$ cat config.mk
export PLATFORM = sky130hd
export DESIGN_NAME = csr_counter_unit_flat
export DESIGN_NICKNAME = d
export VERILOG_FILES = /design/src/rtl/csr_counter_unit_pkg.sv /design/src/rtl/csr_counter_unit_if.sv /design/src/rtl/csr_counter_unit_slice.sv /design/src/rtl/csr_counter_unit.sv /design/src/flat_wrapper.sv
export SDC_FILE = /design/constraint.sdc
export NUM_CORES = 2
export LEC_CHECK = 0
export BUFFER_PORTS_ARGS = -buffer_cell sky130_fd_sc_hd__buf_4
export CAP_MARGIN = 20
export CELL_PAD_IN_SITES_DETAIL_PLACEMENT = 0
export CELL_PAD_IN_SITES_GLOBAL_PLACEMENT = 1
export CORE_ASPECT_RATIO = 0.5
export CORE_MARGIN = 5
export CORE_UTILIZATION = 53
export CTS_BUF_LIST = sky130_fd_sc_hd__clkbuf_8 sky130_fd_sc_hd__clkbuf_16
export CTS_CLUSTER_SIZE = 24
export DETAILED_ROUTE_END_ITERATION = 8
export PLACE_DENSITY_LB_ADDON = 0.1
export SETUP_SLACK_MARGIN = 0.3
export SLEW_MARGIN = 15
export SYNTH_ARGS = -nofsm -noshare
export SYNTH_HDL_FRONTEND = slang
export SYNTH_SLANG_ARGS = --single-unit
$ cat constraint.sdc
create_clock -name clk_i -period 4.95 [get_ports clk_i]
set_clock_uncertainty 0.15 [all_clocks]
set_input_delay 0.7425 -clock clk_i [delete_from_list [all_inputs] [get_ports clk_i]]
set_output_delay 0.7425 -clock clk_i [all_outputs]
set_load 0.05 [all_outputs]
$ cat src/rtl/csr_counter_unit_pkg.sv
// csr_counter_unit_pkg: CSR op encoding, counter CSR addresses and the shared read-modify-write helper
package csr_counter_unit_pkg;
   typedef enum logic [1:0] {CSR_NONE, CSR_WRITE, CSR_SET, CSR_CLEAR} csr_op_t;
   localparam logic [11:0] CSR_ADDR_MCOUNTINHIBIT = 12'h320;
   localparam logic [11:0] CSR_ADDR_MHPMEVENT3 = 12'h323;
   localparam logic [11:0] CSR_ADDR_MCYCLE = 12'hB00;
   localparam logic [11:0] CSR_ADDR_MINSTRET = 12'hB02;
   localparam logic [11:0] CSR_ADDR_MHPMCOUNTER3 = 12'hB03;
   localparam logic [11:0] CSR_ADDR_MCYCLEH = 12'hB80;
   localparam logic [11:0] CSR_ADDR_MINSTRETH = 12'hB82;
   localparam logic [11:0] CSR_ADDR_MHPMCOUNTER3H = 12'hB83;
   localparam logic [11:0] CSR_ADDR_CYCLE = 12'hC00;
   localparam logic [11:0] CSR_ADDR_INSTRET = 12'hC02;
   localparam logic [11:0] CSR_ADDR_HPMCOUNTER3 = 12'hC03;
   localparam logic [11:0] CSR_ADDR_CYCLEH = 12'hC80;
   localparam logic [11:0] CSR_ADDR_INSTRETH = 12'hC82;
   localparam logic [11:0] CSR_ADDR_HPMCOUNTER3H = 12'hC83;
   function automatic logic [31:0] csr_apply_op(csr_op_t op, logic [31:0] old, logic [31:0] wdata);
      return op == CSR_WRITE ? wdata : op == CSR_SET ? (old | wdata) : op == CSR_CLEAR ? (old & ~wdata) : old;
   endfunction
endpackage

$ cat src/rtl/csr_counter_unit_if.sv
// csr_counter_unit_if: WB-stage CSR access bus into the counter block
interface csr_counter_unit_if;
   import csr_counter_unit_pkg::*;
   logic        valid;
   csr_op_t     op;
   logic [11:0] addr;
   logic [31:0] wdata;
   logic [31:0] rdata;
   logic        hit;
   logic        illegal;
   modport master (output valid, op, addr, wdata, input rdata, hit, illegal);
   modport slave (input valid, op, addr, wdata, output rdata, hit, illegal);
endinterface

$ cat src/rtl/csr_counter_unit_slice.sv
// csr_counter_unit_slice: one wide counter with half-word writes that win over the increment
module csr_counter_unit_slice #(
   parameter int CNT_WIDTH = 64
) (
   input  logic                 clk_i,
   input  logic                 rst_ni,
   input  logic                 inhibit,
   input  logic                 inc,
   input  logic                 wr_lo,
   input  logic                 wr_hi,
   input  logic [31:0]          wdata,
   output logic [CNT_WIDTH-1:0] cnt
);
   always_ff @(posedge clk_i or negedge rst_ni)
      if (!rst_ni) cnt <= '0;
      else if (wr_lo) cnt[31:0] <= wdata;
      else if (wr_hi) cnt[CNT_WIDTH-1:32] <= wdata[CNT_WIDTH-33:0];
      else if (inc && !inhibit) cnt <= cnt + CNT_WIDTH'(1);
endmodule

$ cat src/rtl/csr_counter_unit.sv
// csr_counter_unit: mcycle/minstret/mhpmcounters with mcountinhibit; CSR_CNT_USER_VIEW_EN adds read-only user aliases
module csr_counter_unit
   import csr_counter_unit_pkg::*;
#(
   parameter int NUM_HPM    = 4,
   parameter int CNT_WIDTH  = 64,
   parameter int NUM_EVENTS = 8
) (
   input  logic                  clk_i,
   input  logic                  rst_ni,
   csr_counter_unit_if.slave     bus,
   input  logic                  instr_retire_i,
   input  logic [NUM_EVENTS-1:0] event_i
);
   localparam int NC = NUM_HPM + 2;
   localparam int EW = $clog2(NUM_EVENTS + 1);
   localparam int EVW = 2 ** EW;
   localparam logic [31:0] INH_MASK = 32'h5 | (((32'd1 << NUM_HPM) - 32'd1) << 3);
   logic [CNT_WIDTH-1:0] cnt [NC];
   logic [CNT_WIDTH-1:0] cnt_at [32];
   logic [31:0]          reg_at [32];
   logic [31:0]          inh;
   logic [EW-1:0]        evt_sel [NUM_HPM];
   logic [EVW-1:0]       ev_ext;
   logic [NC-1:0]        inc;
   logic [4:0]           off;
   logic                 m_lo, m_hi, u_lo, u_hi, evt_rg, cnt_rg, wr;
   logic [31:0]          rd, nv;
   assign off = bus.addr[4:0];
   assign m_lo = bus.addr[11:5] == CSR_ADDR_MCYCLE[11:5];
   assign m_hi = bus.addr[11:5] == CSR_ADDR_MCYCLEH[11:5];
`ifdef CSR_CNT_USER_VIEW_EN
   assign u_lo = bus.addr[11:5] == CSR_ADDR_CYCLE[11:5];
   assign u_hi = bus.addr[11:5] == CSR_ADDR_CYCLEH[11:5];
`else
   assign u_lo = 1'b0;
   assign u_hi = 1'b0;
`endif
   assign evt_rg = bus.addr[11:5] == CSR_ADDR_MCOUNTINHIBIT[11:5];
   assign cnt_rg = m_lo | m_hi | u_lo | u_hi;
   assign wr = bus.valid && bus.op != CSR_NONE;
   // bit 0 of the padded strobe vector is selector 0, which never counts
   assign ev_ext = EVW'({event_i, 1'b0});
   always_comb begin
      for (int k = 0; k < 32; k++) begin
         cnt_at[k] = '0;
         reg_at[k] = '0;
      end
      cnt_at[0] = cnt[0];
      cnt_at[2] = cnt[1];
      reg_at[0] = inh;
      for (int i = 0; i < NUM_HPM; i++) begin
         cnt_at[3+i] = cnt[2+i];
         reg_at[3+i] = 32'(evt_sel[i]);
      end
   end
   assign rd = evt_rg ? reg_at[off] : (m_lo | u_lo) ? cnt_at[off][31:0] : (m_hi | u_hi) ? 32'(cnt_at[off][CNT_WIDTH-1:32]) : '0;
   assign nv = csr_apply_op(bus.op, rd, bus.wdata);
   assign bus.rdata = bus.valid ? rd : '0;
   assign bus.hit = bus.valid && ((evt_rg && off != 5'd1 && off != 5'd2) || (cnt_rg && off != 5'd1));
   assign bus.illegal = wr && (u_lo | u_hi) && off != 5'd1;
   always_ff @(posedge clk_i or negedge rst_ni)
      if (!rst_ni) begin
         inh <= '0;
         for (int i = 0; i < NUM_HPM; i++) evt_sel[i] <= '0;
      end else if (wr && evt_rg) begin
         if (off == 5'd0) inh <= nv & INH_MASK;
         for (int i = 0; i < NUM_HPM; i++) if (off == 5'(3 + i)) evt_sel[i] <= nv[EW-1:0];
      end
   for (genvar j = 0; j < NC; j++) begin : g_cnt
      localparam int O = j == 0 ? 0 : j + 1;
      if (j == 0) begin : g_cy
         assign inc[j] = 1'b1;
      end else if (j == 1) begin : g_ir
         assign inc[j] = instr_retire_i;
      end else begin : g_hpm
         assign inc[j] = ev_ext[evt_sel[j-2]];
      end
      csr_counter_unit_slice #(.CNT_WIDTH(CNT_WIDTH)) u_slice (
         .clk_i   (clk_i),
         .rst_ni  (rst_ni),
         .inhibit (inh[O]),
         .inc     (inc[j]),
         .wr_lo   (wr && m_lo && off == 5'(O)),
         .wr_hi   (wr && m_hi && off == 5'(O)),
         .wdata   (nv),
         .cnt     (cnt[j])
      );
   end
endmodule

$ cat src/flat_wrapper.sv
// flat-port wrapper written by rule: the top's interface ports become plain ports
module csr_counter_unit_flat import csr_counter_unit_pkg::*;
#(
   parameter int NUM_HPM    = 4,
   parameter int CNT_WIDTH  = 64,
   parameter int NUM_EVENTS = 8
)
  (clk_i, rst_ni, instr_retire_i, event_i, bus_valid, bus_op, bus_addr, bus_wdata, bus_rdata, bus_hit, bus_illegal);
  csr_counter_unit_if bus_i ();
  input  logic clk_i;
  input  logic rst_ni;
  input  logic instr_retire_i;
  input  logic [NUM_EVENTS-1:0] event_i;
  input wire logic [$bits(bus_i.valid)-1:0] bus_valid;
  input wire logic [$bits(bus_i.op)-1:0] bus_op;
  input wire logic [$bits(bus_i.addr)-1:0] bus_addr;
  input wire logic [$bits(bus_i.wdata)-1:0] bus_wdata;
  output wire logic [$bits(bus_i.rdata)-1:0] bus_rdata;
  output wire logic [$bits(bus_i.hit)-1:0] bus_hit;
  output wire logic [$bits(bus_i.illegal)-1:0] bus_illegal;
  assign bus_i.valid = bus_valid;
  assign bus_i.op = bus_op;
  assign bus_i.addr = bus_addr;
  assign bus_i.wdata = bus_wdata;
  assign bus_rdata = bus_i.rdata;
  assign bus_hit = bus_i.hit;
  assign bus_illegal = bus_i.illegal;
  csr_counter_unit #(.NUM_HPM(NUM_HPM), .CNT_WIDTH(CNT_WIDTH), .NUM_EVENTS(NUM_EVENTS)) u_core (.clk_i(clk_i), .rst_ni(rst_ni), .bus(bus_i), .instr_retire_i(instr_retire_i), .event_i(event_i));
endmodule
Yosys cells after proc, flatten, opt, wreduce, memory -nomap -nowiden

Index checks and enable logic that the tools add are counted.

Add/subtract/negate cells: 6
Reductions and logical operators: 60
Eq/ne operators: 21
Magnitude comparators: 5
Muxes and demuxes: 45
Bitwise logic cells: 11

Operator list:

| cell                    | number |
|---|---|
| $mux W32                | 27 |
| $mux W64                | 8 |
| $add A64 B1 Y64 const B | 6 |
| $bmux W64 S5            | 1 |
| $bmux W32 S5            | 1 |
| $reduce_and A2 Y1       | 17 |
| $and A32 B32 Y32        | 1 |
| $not A32 Y32            | 1 |
| $or A32 B32 Y32         | 1 |
| $logic_and A1 B1 Y1     | 25 |
| $reduce_bool A2 Y1      | 11 |
| $lt A4 B5 Y1 const B    | 4 |
| $bmux W1 S4             | 4 |
| $ne A2 B2 Y1 const B    | 8 |
| $eq A5 B3 Y1 const B    | 3 |
| $eq A7 B7 Y1 const B    | 2 |
| $eq A5 B2 Y1 const B    | 2 |
| $eq A7 B5 Y1 const B    | 1 |
| $ge A6 B6 Y1 const B    | 1 |
| $not A1 Y1              | 6 |
| $not A5 Y6              | 1 |
| $logic_not A1 Y1        | 5 |
| $logic_not A5 Y1        | 1 |
| $ne A5 B1 Y1 const B    | 1 |
| 6 further kinds         | 10 |

Logic and storage cells: 165
Input bits: 58
Bits in registers: 406
Output and inout port bits: 34

Depth between registers and ports, before layout

Depth after elaboration: 12
Mapped depth: 11
Mapped depth without buffers: 8

Cells and area by module

A second synthesis with hierarchy kept.

Cell total of the unflattened synthesis: 3738
Area total of the unflattened synthesis: 30387.9 µm²

Modules (own cells, without submodules):

| module                 | cells an instance | area each (µm²) | times used | seq. area each (µm²) |
|---|---|---|---|---|
| csr_counter_unit_slice | 487               | 4016.4          | 6          | 1601.5 |
| csr_counter_unit       | 816               | 6289.8          | 1          | 550.5 |

Worst setup path before layout

Ideal clock, no wire load.

Path type: input to output
From: in bus_addr[1]
To: out bus_hit
Slack: 0.939 ns
Data required time: 4.058 ns
Buffers on the path: 4
Data arrival time: 3.119 ns
Cell stages on the path: 6
Path through: buf_2 buf_2 buf_1 clkbuf_1 o21ai_0 a221oi_1

Longest elaborated chain between the ends: 5
Elaborated cells between the ends (all ways): 7
Those cells by class: 2 x eq/ne; 5 x reduce/logical

Ends and longest elaborated chain:

| what                              | RTL line               | RTL |
|---|---|---|
| start, declared                   | flat_wrapper.sv:16     | `input wire logic [$bits(bus_i.addr)-1:0] bus_addr;` |
| $ne A5 B1 Y1                      | csr_counter_unit.sv:60 | `assign bus.hit = bus.valid && ((evt_rg && off != 5'd1 && off != 5'd2) \|\| (cnt_rg && off != 5'd1));` |
| $logic_and A1 B1 Y1 (2 in series) | csr_counter_unit.sv:60 |  |
| $logic_or A1 B1 Y1 *              | csr_counter_unit.sv:60 |  |
| $logic_and A1 B1 Y1 *             | csr_counter_unit.sv:60 |  |
| end, declared                     | flat_wrapper.sv:19     | `output wire logic [$bits(bus_i.hit)-1:0] bus_hit;` |

Every way passes the cells marked *; elsewhere a longest branch is shown, timed or not.

Worst setup path after layout

From: in bus_addr[0]
To: out bus_rdata[18]

Longest elaborated chain between the ends: 8
Elaborated cells between the ends (all ways): 11
Those cells by class: 10 x mux; 1 x bitwise

Ends and longest elaborated chain:

| what                                         | RTL line               | RTL |
|---|---|---|
| $not A5 Y6 (not written as such) *           | csr_counter_unit.sv:57 | `assign rd = evt_rg ? reg_at[off] : (m_lo \| u_lo) ? cnt_at[off][31:0] : (m_hi \| u_hi) ? 32'(cnt_at[off][CNT_WID ...` |
| $bmux W64 S5                                 | csr_counter_unit.sv:57 |  |
| $mux W64 (not written as such) (2 in series) | csr_counter_unit.sv:57 |  |
| $mux W32 (2 in series)                       | csr_counter_unit.sv:57 |  |
| $mux W32 *                                   | csr_counter_unit.sv:57 |  |
| $mux W32 *                                   | csr_counter_unit.sv:59 | `assign bus.rdata = bus.valid ? rd : '0;` |
| end, declared                                | flat_wrapper.sv:18     | `output wire logic [$bits(bus_i.rdata)-1:0] bus_rdata;` |

Every way passes the cells marked *; elsewhere a longest branch is shown, timed or not. The select of a mux whose other input is x is not followed.

==> results.py <==
metrics = {
    "power": {
        "irDropWorstVdd_mv": 0.241,
        "p_clk_share_pct": 39.6,
        "psw_mw": 2.53,
        "power.switching_fraction_pct": 31.8,
        "sequentialPowerShare_pct": 45.6,
        "power_report.internal_total_mw": 5.44,
        "p_per_area_mw_per_mm2": 240,
        "p_leak_nw": 13.5,
        "total_power_of_the_final_layout_mw": 7.97,
        "combPwrFrac_pct": 14.7,
    },
    "floorplanning": {
        "floorplan.rows": 61,
        "die_w_um": 347,
        "die_area_mm2": 0.0618,
        "core_area_mm2": 0.0558,
        "die_h_um": 178,
        "floorplan.initialDensity_pct": 53.8,
        "io_pins": 92,
    },
    "worst_setup_path": {
        "setup.worst_path.start": "bus_addr[0]",
        "crit-reg2reg-capture": "u_core.g_cnt[3].u_slice.cnt[63]",
        "rrSetupSlack_ps": 1290,
        "worstRegToRegCells": 7,
        "worstPathRequired_ps": 4060,
        "critPathMaxStageDelay_ps": 420,
        "crit_path_cell_trace": "buf_6 > buf_12 > buf_4 > mux2_2 > a22oi_1 > o2111ai_1 > a21oi_1 > nor2_1 > buf_4",
        "kind_of_launch_point_of_the_worst_setup_path": "input pin",
        "cp-endpoint": "bus_rdata[18]",
        "crit_path_frequent_cell": "buf_4",
        "path_class": "input pin to output pin",
        "regToRegStartpoint": "u_core.g_cnt[3].u_slice.cnt[10]",
        "cpMaxStageDelayCell": "mux2_2",
        "crit_path_max_fanout": 40,
        "setup.worst_path.end_class": "output pin",
        "crit_arrival_ps": 3740,
    },
    "min_path": {
        "min-delay-path-class": "input pin to async pin",
    },
    "grt": {
        "grt_max_degree": 102,
        "initial_antenna_violation_count": 8,
        "overflow": 0,
        "global_route.usage.total_pct": 45.0,
        "wire_length_of_the_first_global_routing_pass_um": 205000,
        "grt_pass1_vias": 29400,
    },
    "detailed_routing": {
        "drt_iter0_markers": 5846,
        "detail-route-antenna-nets": 0,
        "route.met2.wl_um": 53900,
        "remaining_drc_errors": 11,
        "drt-total-wl_um": 144000,
        "wl_met1_um": 56000,
        "routed-via-count": 32500,
        "route.met3.wl_um": 27000,
        "drt_first_pass_iters": 9,
        "post_drt_wl_per_cell_um": 32.6,
        "route.detailed.vias_per_inst": 7.37,
        "top_layer_used": "met5",
    },
    "timing": {
        "setup_tns_ps": 0,
        "finalCritPeriodShare_pct": 93.6,
        "finalWorstSetupSlack_ps": 315,
        "setup_viol": 0,
        "min_period_ps": 4630,
        "timing.max_slew.rel_slack_pct": 24.3,
        "worst_slew_pin_slew_ps": 1130,
        "fmax_ghz": 0.216,
        "timing.hold.ws_ps": 77.7,
        "grt_setup_unrepaired": "false",
        "final_count_of_hold_timing_violations": 0,
        "timing_max_transition_violations_final": 0,
    },
    "logic_synthesis": {
        "async_flop_share_pct": 100,
        "synth_enable_flop_cells": 0,
        "synth_area_per_cell_um2": 8.34,
        "synth_seq_area_share_pct": 33.9,
        "cells_after_synth": 3600,
        "synth.lib_cells_used.distinct": 91,
        "yosys_warnings": 0,
        "synthesis.nets": 3664,
        "ys_seq_elements": 406,
        "synth_area_mm2": 0.0300,
        "most_instantiated_flip_flop_cell_in_the_synthesis_netlist": "dfrtp_1",
    },
    "final_layout": {
        "area_growth_syn_to_layout_pct": 10.9,
        "final_core_utilization_pct": 59.6,
        "final_cell_count_no_fill": 4409,
        "final_cell_area_mm2": 0.0333,
        "layout.cells.most_common_list": "406 x dfrtp_1, 326 x nand2_1, 253 x nor2_1",
        "seq_area_mm2": 0.0102,
        "multiInputGateArea_mm2": 0.0187,
        "number_of_nets_in_the_finished_design": 3688,
        "num-fill-cells": 5058,
        "fraction_of_final_layout_cells_sized_beyond_drive_strength_1_pct": 12.7,
        "layout_commonest_cell": "dfrtp_1",
    },
    "cts": {
        "post_cts.resized_instances": 0,
        "cts_hold_buf": 0,
        "clk_latency_ps": 580,
        "buffer_count_from_post_cts_setup_fixing": 0,
        "max-clock-path-buffers": 3,
        "cts_tree": "built",
        "cts.sink_count": 406,
        "clockRootBuffer": "clkbuf_16",
        "clk_pin_slew_ps": 70,
        "tritoncts.num_buffers": 41,
        "h-tree-depth": 2,
    },
    "place": {
        "dpl.cell_count": 4336,
        "gp_congestion": 1.12,
        "place_worst_setup_slack_ps": 438,
        "buffer_ports.inserted": 90,
        "hpwl_after_dpl_um": 105000,
        "placed_cell_area_mm2": 0.0320,
    },
    "job": {
        "timing.max_cap.violations": 0,
    },
    "status": {
        "status": "complete, but fails checks",
        "failed_checks": "DRC",
    },
}
## metal layers
layer	GRT usage, %	vias to the layer above
met2	59.3	2629
met3	22.0	380
met5	0	-
met1	62.7	15800
li1	-	13700
met4	17.0	14
## final cells by class
| cell class | count | share of cell area [%] |
|---|---|---|
| multi-input combinational | 2861 | 56.3 |
| sequential | 406 | 30.5 |
| timing repair buffer | 247 | 5.79 |
| clock buffer | 45 | 3.25 |
| tap | 756 | 2.84 |
| inverter | 67 | 0.756 |
| clock inverter | 25 | 0.534 |
| antenna | 2 | 0.0150 |
## how the worst min path moves through the flow
| stage | endpoint | slack [ps] | cells past startpoint |
|---|---|---|---|
| 2_1_floorplan | u_core.evt_sel[0] | 300 | 0 |
| 3_3_place_gp | u_core.g_cnt[2].u_slice.cnt[63] | 340 | 2 |
| 3_5_place_dp | u_core.g_cnt[2].u_slice.cnt[63] | 350 | 2 |
| 4_1_cts | u_core.g_cnt[1].u_slice.cnt[4] | 110 | 1 |
| 5_1_grt | u_core.g_cnt[1].u_slice.cnt[11] | 140 | 1 |
| 6_report | u_core.g_cnt[1].u_slice.cnt[11] | 80 | 1 |
## critical path: cells and delay by family
family          cells  cell delay [ps]
buf+inv             4             1290
simple gates        1               80
mux                 1              420
compound gates      3             1140
## power groups by stage
| stage | Sequential [mW] | Combinational [mW] | Clock (mW) |
|---|---|---|---|
| after floorplan | 3.58 | 0.530 | 0 |
| after global placement | 3.68 | 1.09 | 0 |
| after detailed placement | 3.68 | 1.10 | 0 |
| after CTS | 3.62 | 1.11 | 3.14 |
| after global routing | 3.64 | 1.20 | 3.28 |
| final | 3.64 | 1.18 | 3.16 |
## flip-flops by register name, indices dropped and copies added (netlist names)
| register | count |
|---|---|
| u_core.evt_sel | 16 |
| u_core.inh | 6 |
| u_core.g_cnt.u_slice.cnt | 384 |
## logic make-up (layout without fill, tap and decap cells)
| logic type | after synthesis | count (layout) | synth area share [%] |
|---|---|---|---|
| other | 1 | 3 | 0.0125 |
| AOI/OAI and AO/OA | 987 | 987 | 22.3 |
| adders and majority gates | 6 | 6 | 0.250 |
| and+or+nand+nor | 1415 | 1415 | 24.4 |
| DFF | 406 | 406 | 33.9 |
| xor gates and xnor gates | 187 | 187 | 5.46 |
| buffers and inverters | 333 | 384 | 4.37 |
| muxes | 265 | 265 | 9.36 |
## synthesized netlist by cell type (all sizes together) (32+ instances only)
| cell type | number | area [um2] |
|---|---|---|
| a211oi | 44 | 335 |
| a21oi | 209 | 1050 |
| a221oi | 43 | 377 |
| a22oi | 38 | 285 |
| a31oi | 44 | 275 |
| and3 | 98 | 613 |
| and4 | 34 | 298 |
| buf | 60 | 288 |
| clkbuf | 206 | 773 |
| dfrtp | 406 | 10200 |
| inv | 67 | 251 |
| mux2 | 66 | 743 |
| mux2i | 193 | 1930 |
| nand2 | 328 | 1230 |
| nand3 | 207 | 1040 |
| nand4 | 120 | 757 |
| nor2 | 261 | 980 |
| nor3 | 108 | 576 |
| nor4 | 72 | 502 |
| o211ai | 50 | 375 |
| o21ai | 225 | 1130 |
| o221ai | 35 | 307 |
| o2bb2ai | 42 | 368 |
| or3 | 35 | 224 |
| or4 | 32 | 244 |
| xnor2 | 94 | 823 |
| xor2 | 93 | 815 |
No activity file was read; power rests on OpenSTA's default activity.
